`config.mk`:
```
export PLATFORM = sky130hd
export DESIGN_NAME = arbitro_roteador
export DESIGN_NICKNAME = d
export VERILOG_FILES = /design/src/rtl/arbitro_roteador.sv
export SDC_FILE = /design/constraint.sdc
export NUM_CORES = 1
export LEC_CHECK = 0
export ABC_CLOCK_PERIOD_IN_PS = 3100
export BUFFER_PORTS_ARGS = -buffer_cell sky130_fd_sc_hd__buf_2
export CAP_MARGIN = 0
export CORE_MARGIN = 4
export CORE_UTILIZATION = 54
export CTS_CLUSTER_SIZE = 40
export DETAILED_ROUTE_END_ITERATION = 7
export GPL_ROUTABILITY_DRIVEN = 0
export HOLD_SLACK_MARGIN = 0.06
export PLACE_DENSITY_LB_ADDON = 0.12
export REMOVE_ABC_BUFFERS = 1
export SLEW_MARGIN = 20
export SYNTH_ARGS = -nofsm -noshare
export SYNTH_HDL_FRONTEND = slang
export SYNTH_SLANG_ARGS = --single-unit
```
`constraint.sdc`:
```
create_clock -name clock -period 3.1 [get_ports clock]
set_input_delay 0.62 -clock clock [delete_from_list [all_inputs] [get_ports clock]]
set_output_delay 0.62 -clock clock [all_outputs]
set_load 0.02 [all_outputs]
```
`src/rtl/arbitro_roteador.sv`:
```
// -----------------------------------------------------------------------------
// arbitro_roteador
// Round-robin arbiter and sequencer for the 4:1 router datapath. Four
// requesters (A, B, C, D) share one registered output channel with a
// valid/ready handshake. A granted requester may stream up to MAX_BEATS words
// before the grant is released and rotates.
//
// Ports:
//   clock      in   system clock, rising edge
//   reset      in   synchronous, active-high reset
//   A,B,C,D    in   requester data words (DATA_W each)
//   req        in   request per requester (bit0=A ... bit3=D)
//   ready_in   in   sink accepts Saida this cycle
//   Saida      out  registered output word
//   valid_out  out  Saida holds a valid word
//   SEL        out  router select of the current grant (0=A ... 3=D)
//   grant      out  one-hot grant, zero when idle
//   ack        out  one-cycle pulse to the requester whose word transferred
//
// Build option:
//   ARBITRO_PRIO_FIXA_EN  fixed priority A>B>C>D instead of round-robin.
//
// state     | meaning
// ----------+---------------------------------------------------------------
// OCIOSO    | no grant; waiting for any request
// TRANSMITE | grant held; Saida valid, waiting for transfers / release
// -----------------------------------------------------------------------------
module arbitro_roteador #(
    parameter int DATA_W    = 4,
    parameter int SEL_BITS  = 2,
    parameter int MAX_BEATS = 4
) (
    input  logic                clock,
    input  logic                reset,
    input  logic [DATA_W-1:0]   A,
    input  logic [DATA_W-1:0]   B,
    input  logic [DATA_W-1:0]   C,
    input  logic [DATA_W-1:0]   D,
    input  logic [3:0]          req,
    input  logic                ready_in,
    output logic [DATA_W-1:0]   Saida,
    output logic                valid_out,
    output logic [SEL_BITS-1:0] SEL,
    output logic [3:0]          grant,
    output logic [3:0]          ack
);

    typedef enum logic {
        OCIOSO    = 1'b0,
        TRANSMITE = 1'b1
    } estado_t;

    localparam logic [3:0] ULTIMO_BEAT = 4'(MAX_BEATS - 1);

    estado_t             estado_q, estado_d;
    logic [DATA_W-1:0]   saida_q, saida_d;
    logic                valid_q, valid_d;
    logic [SEL_BITS-1:0] sel_q, sel_d;
    logic [3:0]          grant_q, grant_d;
    logic [SEL_BITS-1:0] ptr_q, ptr_d;
    logic [3:0]          cnt_q, cnt_d;

    logic                transfer;
    logic [SEL_BITS-1:0] vencedor;
    logic [DATA_W-1:0]   dado_venc;
    logic [DATA_W-1:0]   dado_sel;

    function automatic logic [DATA_W-1:0] mux4(
        input logic [SEL_BITS-1:0] s,
        input logic [DATA_W-1:0]   a,
        input logic [DATA_W-1:0]   b,
        input logic [DATA_W-1:0]   c,
        input logic [DATA_W-1:0]   d
    );
        case (s)
            2'd0:    mux4 = a;
            2'd1:    mux4 = b;
            2'd2:    mux4 = c;
            default: mux4 = d;
        endcase
    endfunction

    // Scan base, base+1, ... (mod 4); scanning downwards and overwriting
    // leaves the requester closest to the base as the winner.
    function automatic logic [SEL_BITS-1:0] escolhe(
        input logic [3:0]          r,
        input logic [SEL_BITS-1:0] base
    );
        logic [SEL_BITS-1:0] idx;
        escolhe = base;
        for (int i = 3; i >= 0; i--) begin
            idx = base + SEL_BITS'(i);
            if (r[idx]) escolhe = idx;
        end
    endfunction

    // With fixed priority the pointer is pinned at 0, so the same scan
    // degenerates to lowest-index-wins.
    assign vencedor  = escolhe(req, ptr_q);
    assign dado_venc = mux4(vencedor, A, B, C, D);
    assign dado_sel  = mux4(sel_q, A, B, C, D);
    assign transfer  = valid_q & ready_in;

    always_comb begin
        estado_d = estado_q;
        saida_d  = saida_q;
        valid_d  = valid_q;
        sel_d    = sel_q;
        grant_d  = grant_q;
        ptr_d    = ptr_q;
        cnt_d    = cnt_q;

        case (estado_q)
            OCIOSO: begin
                valid_d = 1'b0;
                grant_d = 4'b0000;
                if (|req) begin
                    sel_d    = vencedor;
                    grant_d  = 4'b0001 << vencedor;
                    saida_d  = dado_venc;
                    valid_d  = 1'b1;
                    cnt_d    = 4'd0;
                    estado_d = TRANSMITE;
                end
            end
            TRANSMITE: begin
                // Requests are only looked at when a word actually leaves.
                if (transfer) begin
                    if ((cnt_q == ULTIMO_BEAT) || !req[sel_q]) begin
`ifdef ARBITRO_PRIO_FIXA_EN
                        ptr_d = '0;
`else
                        ptr_d = sel_q + SEL_BITS'(1);
`endif
                        valid_d  = 1'b0;
                        grant_d  = 4'b0000;
                        cnt_d    = 4'd0;
                        estado_d = OCIOSO;
                    end else begin
                        saida_d = dado_sel;
                        cnt_d   = cnt_q + 4'd1;
                    end
                end
            end
            default: begin
                estado_d = OCIOSO;
                valid_d  = 1'b0;
                grant_d  = 4'b0000;
            end
        endcase
    end

    always_ff @(posedge clock) begin
        if (reset) begin
            estado_q <= OCIOSO;
            saida_q  <= '0;
            valid_q  <= 1'b0;
            sel_q    <= '0;
            grant_q  <= 4'b0000;
            ptr_q    <= '0;
            cnt_q    <= 4'd0;
        end else begin
            estado_q <= estado_d;
            saida_q  <= saida_d;
            valid_q  <= valid_d;
            sel_q    <= sel_d;
            grant_q  <= grant_d;
            ptr_q    <= ptr_d;
            cnt_q    <= cnt_d;
        end
    end

    assign Saida     = saida_q;
    assign valid_out = valid_q;
    assign SEL       = sel_q;
    assign grant     = grant_q;
    assign ack       = transfer ? grant_q : 4'b0000;

endmodule

```
**Word level (Yosys, flattened, before mapping)**

Cells that the tools add are included.

- Memory bits (read-only): 0
- Bits in latches: 0
- Register bits after elaboration: 18
- Memories: 0
- Memory bits (writable): 0

- $mul: 0
- $add $sub $neg: 5
- Muxes and demuxes: 36
- Reduce and logical (&&, ||, !) cells: 10
- Magnitude comparators: 5
- Divide/modulo/power cells: 0
- Bitwise logic cells: 2
- Eq/ne operators: 9
- Shifts and indexed selects: 1

Operators with widths:

| operator | number |
|---|---|
| $mux W4 | 10 |
| $pmux W4 S2 | 3 |
| $pmux W4 S3 | 2 |
| $lt A2 B3 Y1 const B | 5 |
| $bmux W1 S2 | 5 |
| $mux W1 | 10 |
| $mux W2 | 4 |
| $reduce_and A2 Y1 | 3 |
| $reduce_and A3 Y1 | 2 |
| $add A2 B1 Y2 const B | 2 |
| $add A2 B2 Y2 const B | 2 |
| $add A4 B1 Y4 const B | 1 |
| $eq A2 B1 Y1 const B | 2 |
| $eq A2 B2 Y1 const B | 2 |
| $eq A4 B2 Y1 const B | 1 |
| $logic_not A2 Y1 | 2 |
| $ne A2 B1 Y1 const B | 2 |
| $ne A2 B2 Y1 const B | 2 |
| $pmux W1 S2 | 2 |
| $reduce_or A4 Y1 | 1 |
| $shl A1 B2 Y4 const A | 1 |
| $and A1 B1 Y1 | 1 |
| $logic_not A1 Y1 | 1 |
| $logic_or A1 B1 Y1 | 1 |
| $not A1 Y1 | 1 |

**Depth between registers and ports, before layout**

Gate-level depths: netlist of the first run.

- Depth after elaboration: 11
- Gate-level depth with buffers: 7
- Depth with buffers taken out: 7

**Least setup slack after synthesis of the first run**

OpenSTA, ideal clock, no wires.

- Kind: in2reg
- Start: in req[0]
- End: reg saida_q[0], in the netlist Saida[0]
- Setup slack: 1.100 ns
- Data arrival time: 1.912 ns
- Buffers on the path: 1
- Cell stages on the path: 7
- Path through: buf_4 -> nand3b_1 -> a311oi_1 -> or2_2 -> a221o_1 -> a21o_1 -> a311oi_2

- Word-level cells in the longest chain between the ends: 10
- Elaborated cells on any way between the ends: 26

RTL lines:

| item | RTL line | text |
|---|---|---|
| from (decl) | 39 | `input logic [3:0] req,` |
| $bmux W1 S2 | 93 | `if (r[idx]) escolhe = idx;` |
| $mux W1 (not written as such) | 93 |  |
| $mux W2 (4 in series) | 93 |  |
| $eq A2 B2 Y1, or another cell as far along | 75 | `case (s)` |
| $pmux W4 S3 | 75 |  |
| $mux W4 | 117 | `if (\|req) begin` |
| $pmux W4 S2 | 113 | `case (estado_q)` |
| to (signal assigned) | 164 | `saida_q <= saida_d;` |
| to (decl) | 56 | `logic [DATA_W-1:0] saida_q, saida_d;` |

Several ways; a longest one is shown, not always the timed one. The select of a mux whose other input is x is not followed.
A chain may end at the register's enable or synchronous reset.

**Worst setup path in the final report of the first run**

- Start: in req[3]
- End: reg saida_q[3], in the netlist Saida[3]

The elaborated chain is that of the path after synthesis.

==> results.md, run 1 <==
- RR Startpoint: SEL[1]
- Setup TNS: 0 ns
- #FFs+latches synth: 18
- Die span in x: 55.85 µm
- Syn_area_per_cell: 7.775 µm²
- Drt pass-1 iters: 4
- Die height: 55.85 µm
- CP startpoint: req[3]
- Clk buf depth: 2
- Final setup skew: 0.0007698 ns
- Yosys top cell area share: 29.15%
- Critical path endpoint category: flip-flop
- Total gr overflow: 0
- Setup ws final: 1.185 ns
- First-pass GRT wire length: 5.492 mm
- Synth unique cells: 40
- Starting Density: 56.42%
- Synth warnings: 0
- H-tree depth: 1
- Fin nets: 223
- Post-CTS Repair Setup Buffers: 0
- Power Dens Cells: 370.3 nW/µm²
- Synth Instances: 159
- Most common cell after layout, fill and taps aside: buf_2
- Slew @ Worst Pin: 0.6807 ns
- Post-detail-place hpwl: 2.448 mm
- Post-DRT Antenna Nets: 0
- CP max FO: 11
- Hold bufs inserted after CTS: 0
- Synth area leader: dfxtp_1
- Startpoint types: input port
- Crit path kind: input port to flip-flop
- Setup-failing EPs final: 0
- Seq/Total Area, Yosys: 29.15%
- Max Fclk: 522.2 MHz
- Async set-reset flop share out of synthesis: 0%
- Clock transition at path regs: 0.10 ns
- Critical path required time: 3.30 ns
- Ant. Diodes: 0
- Synth area leaders: dfxtp_1, nor2_1, ha_1, inv_1, nand2_1
- # DRC: 0
- Synth Cell Area: 1236 µm²
- Cts bufs inserted: 3
- RSZ-0062 raised after global routing: no
- Initial antenna violation count: 0
- Tot GR Track Use: 21.36%
- Standard-cell row count: 17
- Clk_lat worst skew: 0.29 ns
- CTS tree: built
- Period utilization: 61.77%
- PortBufs: 37
- Drt wl/cell: 14.67 µm
- Vias per cell: 6.005
- Final Critical Period: 1.915 ns
- Root Driver: clkbuf_4
- Status: finished clean
- CTS Sinks: 18
- Layout area overhead: 17.11%
- Number of global-route vias before repair: 1,231
- Final Hold Viols: 0
- Critical Path AT: 2.11 ns
- # IOs: 38
- Synth Flop Type: dfxtp_1
- Core Region: 2191 µm²
- Total routed wirelength: 3.243 mm
- Finished Layout Cells: 221
- VDD IR-drop max: 0.3269 mV
- Initial DRC count: 66
- Highest-count cells in the layout ignoring fill and taps: buf_2, nor2_1, dfxtp_1
- Slew Limit Fails: 0
- Pleak: 0.6765 nW
- Class of the tightest hold or removal check: flip-flop to flip-flop
- Max capacitance violation total: 0
- PostCTS Resize Cnt: 0
- Die area: 3119 µm²
- Share of layout cells above drive strength 1: 24.35%
- Post-Place Cells: 218
- Hold Path Origin: cnt_q[1]
- Post-synth EDFFs: 0
- Dpl ws: 0.8918 ns
- Slew margin rel.: 54.62%
- Vias: 1,327
- Pin count of the biggest net entering global routing: 19
-- metal layers --
layer | share of wire (%) | vias to the layer above | wire [µm] | global-route usage (%)
met3 | 6.4 | 4 | 209 | 5.336
met5 | 0 | - | 0 | 0
li1 | - | 654 | - | -
met4 | 0.93 | 0 | 30 | 4.746
met1 | 43 | 621 | 1408 | 28.14
met2 | 49 | 48 | 1595 | 35.30
-- area by class of cell --
class	instances	area [µm²]
inverters	15	56.30
flip-flops and latches	18	360.3
clock buffers	3	22.52
fillers	204	743.2
repair buffers	37	185.2
multi-input cells	120	788.3
well taps	28	35.03
-- path summary, 6_finish.rpt --
kind	cells past startpoint	slack, ns	to
worst min register to register	2	0.51	cnt_q[1]
worst max-delay path	7	1.19	Saida[3]
worst max register to register	5	1.19	Saida[1]
worst min-delay path	2	0.51	cnt_q[1]
-- registers in the layout, summed over array words and instances (netlist names) --
name	count
estado_q	1
cnt_q	4
Saida	4
grant	4
SEL	2
valid_out	1
ptr_q	2
-- metrics by stage --
step	util, %	hold WS [ns]	cell area [µm²]	power (W)
global placement	65.05	0.4787	1425	0.0004195
finish	66.08	0.5056	1448	0.0005360
floorplan	-	0.4586	1205	0.0003647
global route	66.08	0.5165	1448	0.0005681
CTS	66.08	0.5017	1448	0.0005368
detailed placement	65.05	0.4885	1425	0.0004256
-- cell families after synthesis --
group                      count (synthesis)  synth area share, %
DFF                                       18                29.15
adders and majority gates                  5                5.061
AOI/OAI and AO/OA                         50                30.77
buffers and inverters                     21                7.084
and+or+nand+nor                           60                22.88
muxes                                      5                5.061
-- where the power goes --
group          internal (W)  total [W]  switching (W)
clock network     0.0000452   0.000114      0.0000690
logic             0.0000645   0.000159      0.0000941
registers          0.000246   0.000263      0.0000177
-- Yosys cell counts, drive strengths merged (2+ instances only) --
| cell | instances |
|---|---|
| a21o | 5 |
| dfxtp | 18 |
| and3 | 5 |
| nand2 | 17 |
| o21ai | 8 |
| a31oi | 2 |
| a211oi | 2 |
| ha | 5 |
| a22oi | 2 |
| a221o | 4 |
| a311oi | 5 |
| inv | 15 |
| mux2i | 4 |
| a21oi | 11 |
| a222oi | 4 |
| buf | 4 |
| nand3 | 4 |
| a32oi | 2 |
| clkbuf | 2 |
| nor2b | 2 |
| nor3 | 4 |
| nor2 | 22 |
-- worst max-delay path, stage by stage --
cell,delay [ns]
buf_2,0.16
or2b_1,0.17
a311oi_1,0.06
or2_2,0.33
a221o_1,0.36
a21o_1,0.16
a311oi_2,0.25
Power figures use the tool's default switching activity.
==> run 2, diff against run 1 <==
--- a/config.mk
+++ b/config.mk
@@ -5,11 +5,11 @@
 export SDC_FILE = /design/constraint.sdc
 export NUM_CORES = 1
 export LEC_CHECK = 0
-export ABC_CLOCK_PERIOD_IN_PS = 3100
+export ABC_CLOCK_PERIOD_IN_PS = 1700
 export BUFFER_PORTS_ARGS = -buffer_cell sky130_fd_sc_hd__buf_2
 export CAP_MARGIN = 0
 export CORE_MARGIN = 4
-export CORE_UTILIZATION = 54
+export CORE_UTILIZATION = 46
 export CTS_CLUSTER_SIZE = 40
 export DETAILED_ROUTE_END_ITERATION = 7
 export GPL_ROUTABILITY_DRIVEN = 0
==> constraint.sdc (replaced) <==
create_clock -name clock -period 1.7 [get_ports clock]
set_input_delay 0.34 -clock clock [delete_from_list [all_inputs] [get_ports clock]]
set_output_delay 0.34 -clock clock [all_outputs]
set_load 0.02 [all_outputs]
==> results.md, run 2 (synthesis results as in run 1) <==
- Status: finished clean
- Critical path required time: 1.94 ns
- Clk buf depth: 2
- Clock power frac: 25.7%
- First-pass GRT wire length: 6.141 mm
- Final Critical Period: 1.653 ns
- Die area: 3581 µm²
- Startpoint types: flip-flop
- Setup TNS: 0 ns
- Cell Chain, Critical Path: inv_2 -> a211oi_1 -> a211o_1 -> a221o_1 -> a21o_1 -> a311oi_2
- Power Dens Cells: 679.9 nW/µm²
- Root Driver: clkbuf_4
- RR Startpoint: ptr_q[0]
- Final Hold Viols: 0
- H-tree depth: 1
- Crit path kind: flip-flop to flip-flop
- Vias: 1,394
- Initial antenna violation count: 0
- Fin nets: 237
- Post-detail-place hpwl: 2.821 mm
- Critical path endpoint category: flip-flop
- Class of the tightest hold or removal check: input port to flip-flop
- Vias per cell: 5.857
- Setup-failing EPs final: 0
- Pleak: 0.7594 nW
- Pin count of the biggest net entering global routing: 19
- Max capacitance violation total: 0
- Clk_lat worst skew: 0.31 ns
- CP max FO: 5
- Critical Path AT: 1.89 ns
- Slew margin rel.: 72.45%
- Met2 WL: 1.781 mm
- Crit path largest cell delay: 0.36 ns
- Starting Density: 49.01%
- CP startpoint: ptr_q[0]
- Final setup skew: 0.01347 ns
- Total gr overflow: 0
- Die span in x: 59.84 µm
- Hold Path Origin: reset
- Drt wl/cell: 15.58 µm
- Die height: 59.84 µm
- Ant. Diodes: 0
- RSZ-0062 raised after global routing: yes
- VDD IR-drop max: 0.5898 mV
- Number of global-route vias before repair: 1,396
- Share of layout cells above drive strength 1: 35.10%
- Tot GR Track Use: 22.51%
- Total routed wirelength: 3.708 mm
- Sequential power share: 42.8%
- Slew Limit Fails: 0
- # IOs: 38
- Met1 WL: 1.593 mm
- CTS Sinks: 18
- Sw frac: 33.79%
- CP max stage cell: dfxtp_2
- # DRC: 0
- Slew @ Worst Pin: 0.4028 ns
- Layout area overhead: 30.57%
- Initial DRC count: 138
- Most common cell after layout, fill and taps aside: buf_2
- Standard-cell row count: 18
- Core Region: 2522 µm²
- Top sig layer: met4
- Combinational share of power: 31.5%
- Highest-count cells in the layout ignoring fill and taps: buf_2, nor2_1, dfxtp_1, inv_1, nand2_1
- Final Core Density: 63.99%
- PortBufs: 37
- Drt pass-1 iters: 7
- Clock transition at path regs: 0.12 ns
- Filler cells: 247
- WL met3: 246 µm
- Switch Pwr: 0.0003708 W
- Period utilization: 97.25%
- Post-DRT Antenna Nets: 0
- CTS tree: built
- Cts bufs inserted: 3
- Int Power: 0.0007265 W
- Max Fclk: 604.9 MHz
-- run 2: power by group through the flow --
stage               combinational, W  clock [W]  sequential (W)
global route                0.000380   0.000300        0.000474
CTS                         0.000337   0.000285        0.000470
global placement            0.000319          0        0.000479
floorplan                   0.000157          0        0.000508
finish                      0.000346   0.000282        0.000470
detailed placement          0.000332          0        0.000479
-- run 2: final cells by class --
cell class / instances / area, µm² / area share (%)
multi-input combinational: 120 / 822.0 / 50.93
sequential: 18 / 367.9 / 22.79
timing repair buffer: 51 / 294.0 / 18.22
inverter: 15 / 56.30 / 3.488
tap: 30 / 37.54 / 2.326
clock buffer: 4 / 36.28 / 2.248
-- run 2: through the flow --
stage / cells / setup slack, ns / total power (W) / cell area, µm² / hold WS [ns]
floorplan: 153 / -0.08628 / 0.0006651 / 1205 / 0.4079
global placement: 234 / -0.1406 / 0.0007981 / 1533 / 0.4805
detailed placement: 234 / -0.1700 / 0.0008108 / 1533 / 0.4981
CTS: 238 / 0.0008129 / 0.001092 / 1578 / 0.4075
global route: 238 / -0.03303 / 0.001154 / 1614 / 0.4504
finish: 238 / 0.04682 / 0.001097 / 1614 / 0.4139
-- run 2: path summary, 6_finish.rpt --
check | end | slack [ns] | cells after the start
worst max-delay path | Saida[0] | 0.05 | 6
worst min-delay path | estado_q | 0.41 | 2
worst max register to register | Saida[0] | 0.05 | 6
worst min register to register | cnt_q[1] | 0.51 | 2
-- run 2: what timing repair did --
item | CTS | global route
hold endpoints to repair | 0 | 0
hold buffers | 0 | 0
endpoints found under the setup margin | 4 | 15
buffers inserted | 0 | 0
pin swaps | 1 | 3
resized for setup | 4 | 12
cloned | 0 | 0
-- run 2: metal layers --
layer | up-vias | track usage [%]
li1 | 681 | -
met1 | 647 | 27.17
met2 | 55 | 39.35
met3 | 11 | 3.456
met4 | 0 | 9.177
met5 | - | 0
-- run 2: worst max-delay path, delay by kind of cell, from the launching register on --
kind	cells	cell delay [ns]
AOI/OAI and AO/OA	5	1.14
buffers and inverters	1	0.09
DFF	1	0.36
==> run 3, diff against run 2 <==
--- a/config.mk
+++ b/config.mk
@@ -14,7 +14,7 @@
 export DETAILED_ROUTE_END_ITERATION = 7
 export GPL_ROUTABILITY_DRIVEN = 0
 export HOLD_SLACK_MARGIN = 0.06
-export PLACE_DENSITY_LB_ADDON = 0.12
+export PLACE_DENSITY = 0.76
 export REMOVE_ABC_BUFFERS = 1
 export SLEW_MARGIN = 20
 export SYNTH_ARGS = -nofsm -noshare
==> results.md, run 3 (synthesis results as in run 1) <==
- Status: finished clean
- Initial DRC count: 76
- Clk buf depth: 2
- Initial antenna violation count: 0
- Layout area overhead: 30.16%
- Buf/Inv on CP: 0
- RR Startpoint: ptr_q[1]
- Finished Layout Cells: 239
- Critical path endpoint category: flip-flop
- Vias: 1,369
- Drt wl/cell: 14.20 µm
- Startpoint types: flip-flop
- Crit path max-delay family: compound AO/OA/AOI/OAI gates
- Fin nets: 238
- Max Fclk: 601.8 MHz
- Post-DRT Antenna Nets: 0
- Flop2flop setup slack: 0.04 ns
- # DRC: 0
- Post-Place Cells: 235
- Cell Chain, Critical Path: and3b_1 -> a2111o_1 -> nand2_4 -> mux2i_1 -> a21o_1 -> a311oi_2
- Crit path kind: flip-flop to flip-flop
- RSZ-0062 raised after global routing: yes
- Die height: 59.84 µm
- GRT busiest layer: met2
- Most common cell after layout, fill and taps aside: buf_2
- Worst r2r dst: Saida[3]
- Share of layout cells above drive strength 1: 33.97%
- Root Driver: clkbuf_4
- Total gr overflow: 0
- Pleak: 0.7611 nW
- Worst hold path cell count: 2
- Starting Density: 49.01%
- Setup TNS: 0 ns
- Hold Path Origin: reset
- CTS Sinks: 18
- Critical path required time: 1.92 ns
- Post-CTS Repair Setup Buffers: 0
- Slew @ Worst Pin: 0.3798 ns
- CP max stage cell: dfxtp_4
- Standard-cell row count: 18
- Hold worst-path end: ptr_q[1]
- Ant. Diodes: 0
- Vias per cell: 5.728
- Clk_lat worst skew: 0.31 ns
- Core Region: 2522 µm²
- Hold bufs inserted after CTS: 0
- Number of global-route vias before repair: 1,307
- Die span in x: 59.84 µm
- Crit path largest cell delay: 0.39 ns
- Pin count of the biggest net entering global routing: 19
- Final setup skew: 0.008969 ns
- Final Critical Period: 1.662 ns
- VDD IR-drop max: 0.5705 mV
- Dpl ws: -0.1503 ns
- Clock transition at path regs: 0.12 ns
- H-tree depth: 1
- Period utilization: 97.75%
- R2R depth: 6
- Post-detail-place hpwl: 2.600 mm
- # IOs: 38
- Met3 usage: 3.456%
- Critical Path Stages: 6
- Max capacitance violation total: 0
- First-pass GRT wire length: 5.451 mm
- Die area: 3581 µm²
- Class of the tightest hold or removal check: input port to flip-flop
- Tot GR Track Use: 19.44%
- Power Dens Cells: 674.7 nW/µm²
- CP max FO: 8
- CTS tree: built
- PortBufs: 37
- Cts bufs inserted: 3
- Final Hold Viols: 0
- Drt pass-1 iters: 4
- Slew margin rel.: 74.02%
- Slew Limit Fails: 0
- Setup ws final: 0.03819 ns
- Total routed wirelength: 3.394 mm
- Pwr Total: 0.001086 W
- Highest-count cells in the layout ignoring fill and taps: buf_2, nor2_1, nand2_1, buf_4
- Critical Path AT: 1.88 ns
- Setup-failing EPs final: 0
- M1 GR Usage: 23.72%
- Met2 Use GR: 32.87%
run 3: timing repair:
action,4_1_cts,5_1_grt
hold endpoints to repair,0,0
gates cloned,0,0
pin swaps,0,7
resized for setup,2,9
setup endpoints to repair,3,15
run 3: area by class of cell:
class | instances | area (µm²)
fillers | 231 | 913.4
multi-input cells | 120 | 813.3
flip-flops and latches | 18 | 367.9
repair buffers | 52 | 297.8
inverters | 15 | 56.30
well taps | 30 | 37.54
clock buffers | 4 | 36.28
run 3: power breakdown:
group          switching (W)  total (W)  internal, W  leakage, nW
clock network       0.000147   0.000278     0.000131       0.0210
logic               0.000192   0.000340     0.000149        0.591
registers          0.0000204   0.000467     0.000447        0.150
run 3: worst max-delay path by stage:
stage | start | endpoint | slack (ns)
detailed placement | req[3] | Saida[2] | -0.15
global route | cnt_q[0] | grant[0] | -0.09
finish | ptr_q[1] | Saida[3] | 0.04
CTS | ptr_q[1] | Saida[3] | 0.02
floorplan | SEL[1] | Saida[1] | -0.09
global placement | req[3] | Saida[2] | -0.12
run 3: through the flow:
stage	area, µm²	utilization, %	hold WS, ns
floorplan	1205	-	0.4079
global placement	1540	61.06	0.4776
detailed placement	1540	61.06	0.4925
CTS	1578	62.55	0.4136
global route	1609	63.79	0.4311
finish	1609	63.79	0.4282
run 3: metal layers:
| metal | up-vias | share of wire [%] |
|---|---|---|
| met3 | 8 | 8.8 |
| met2 | 66 | 47 |
| met1 | 607 | 43 |
| li1 | 688 | - |
| met4 | 0 | 1.6 |
| met5 | - | 0 |
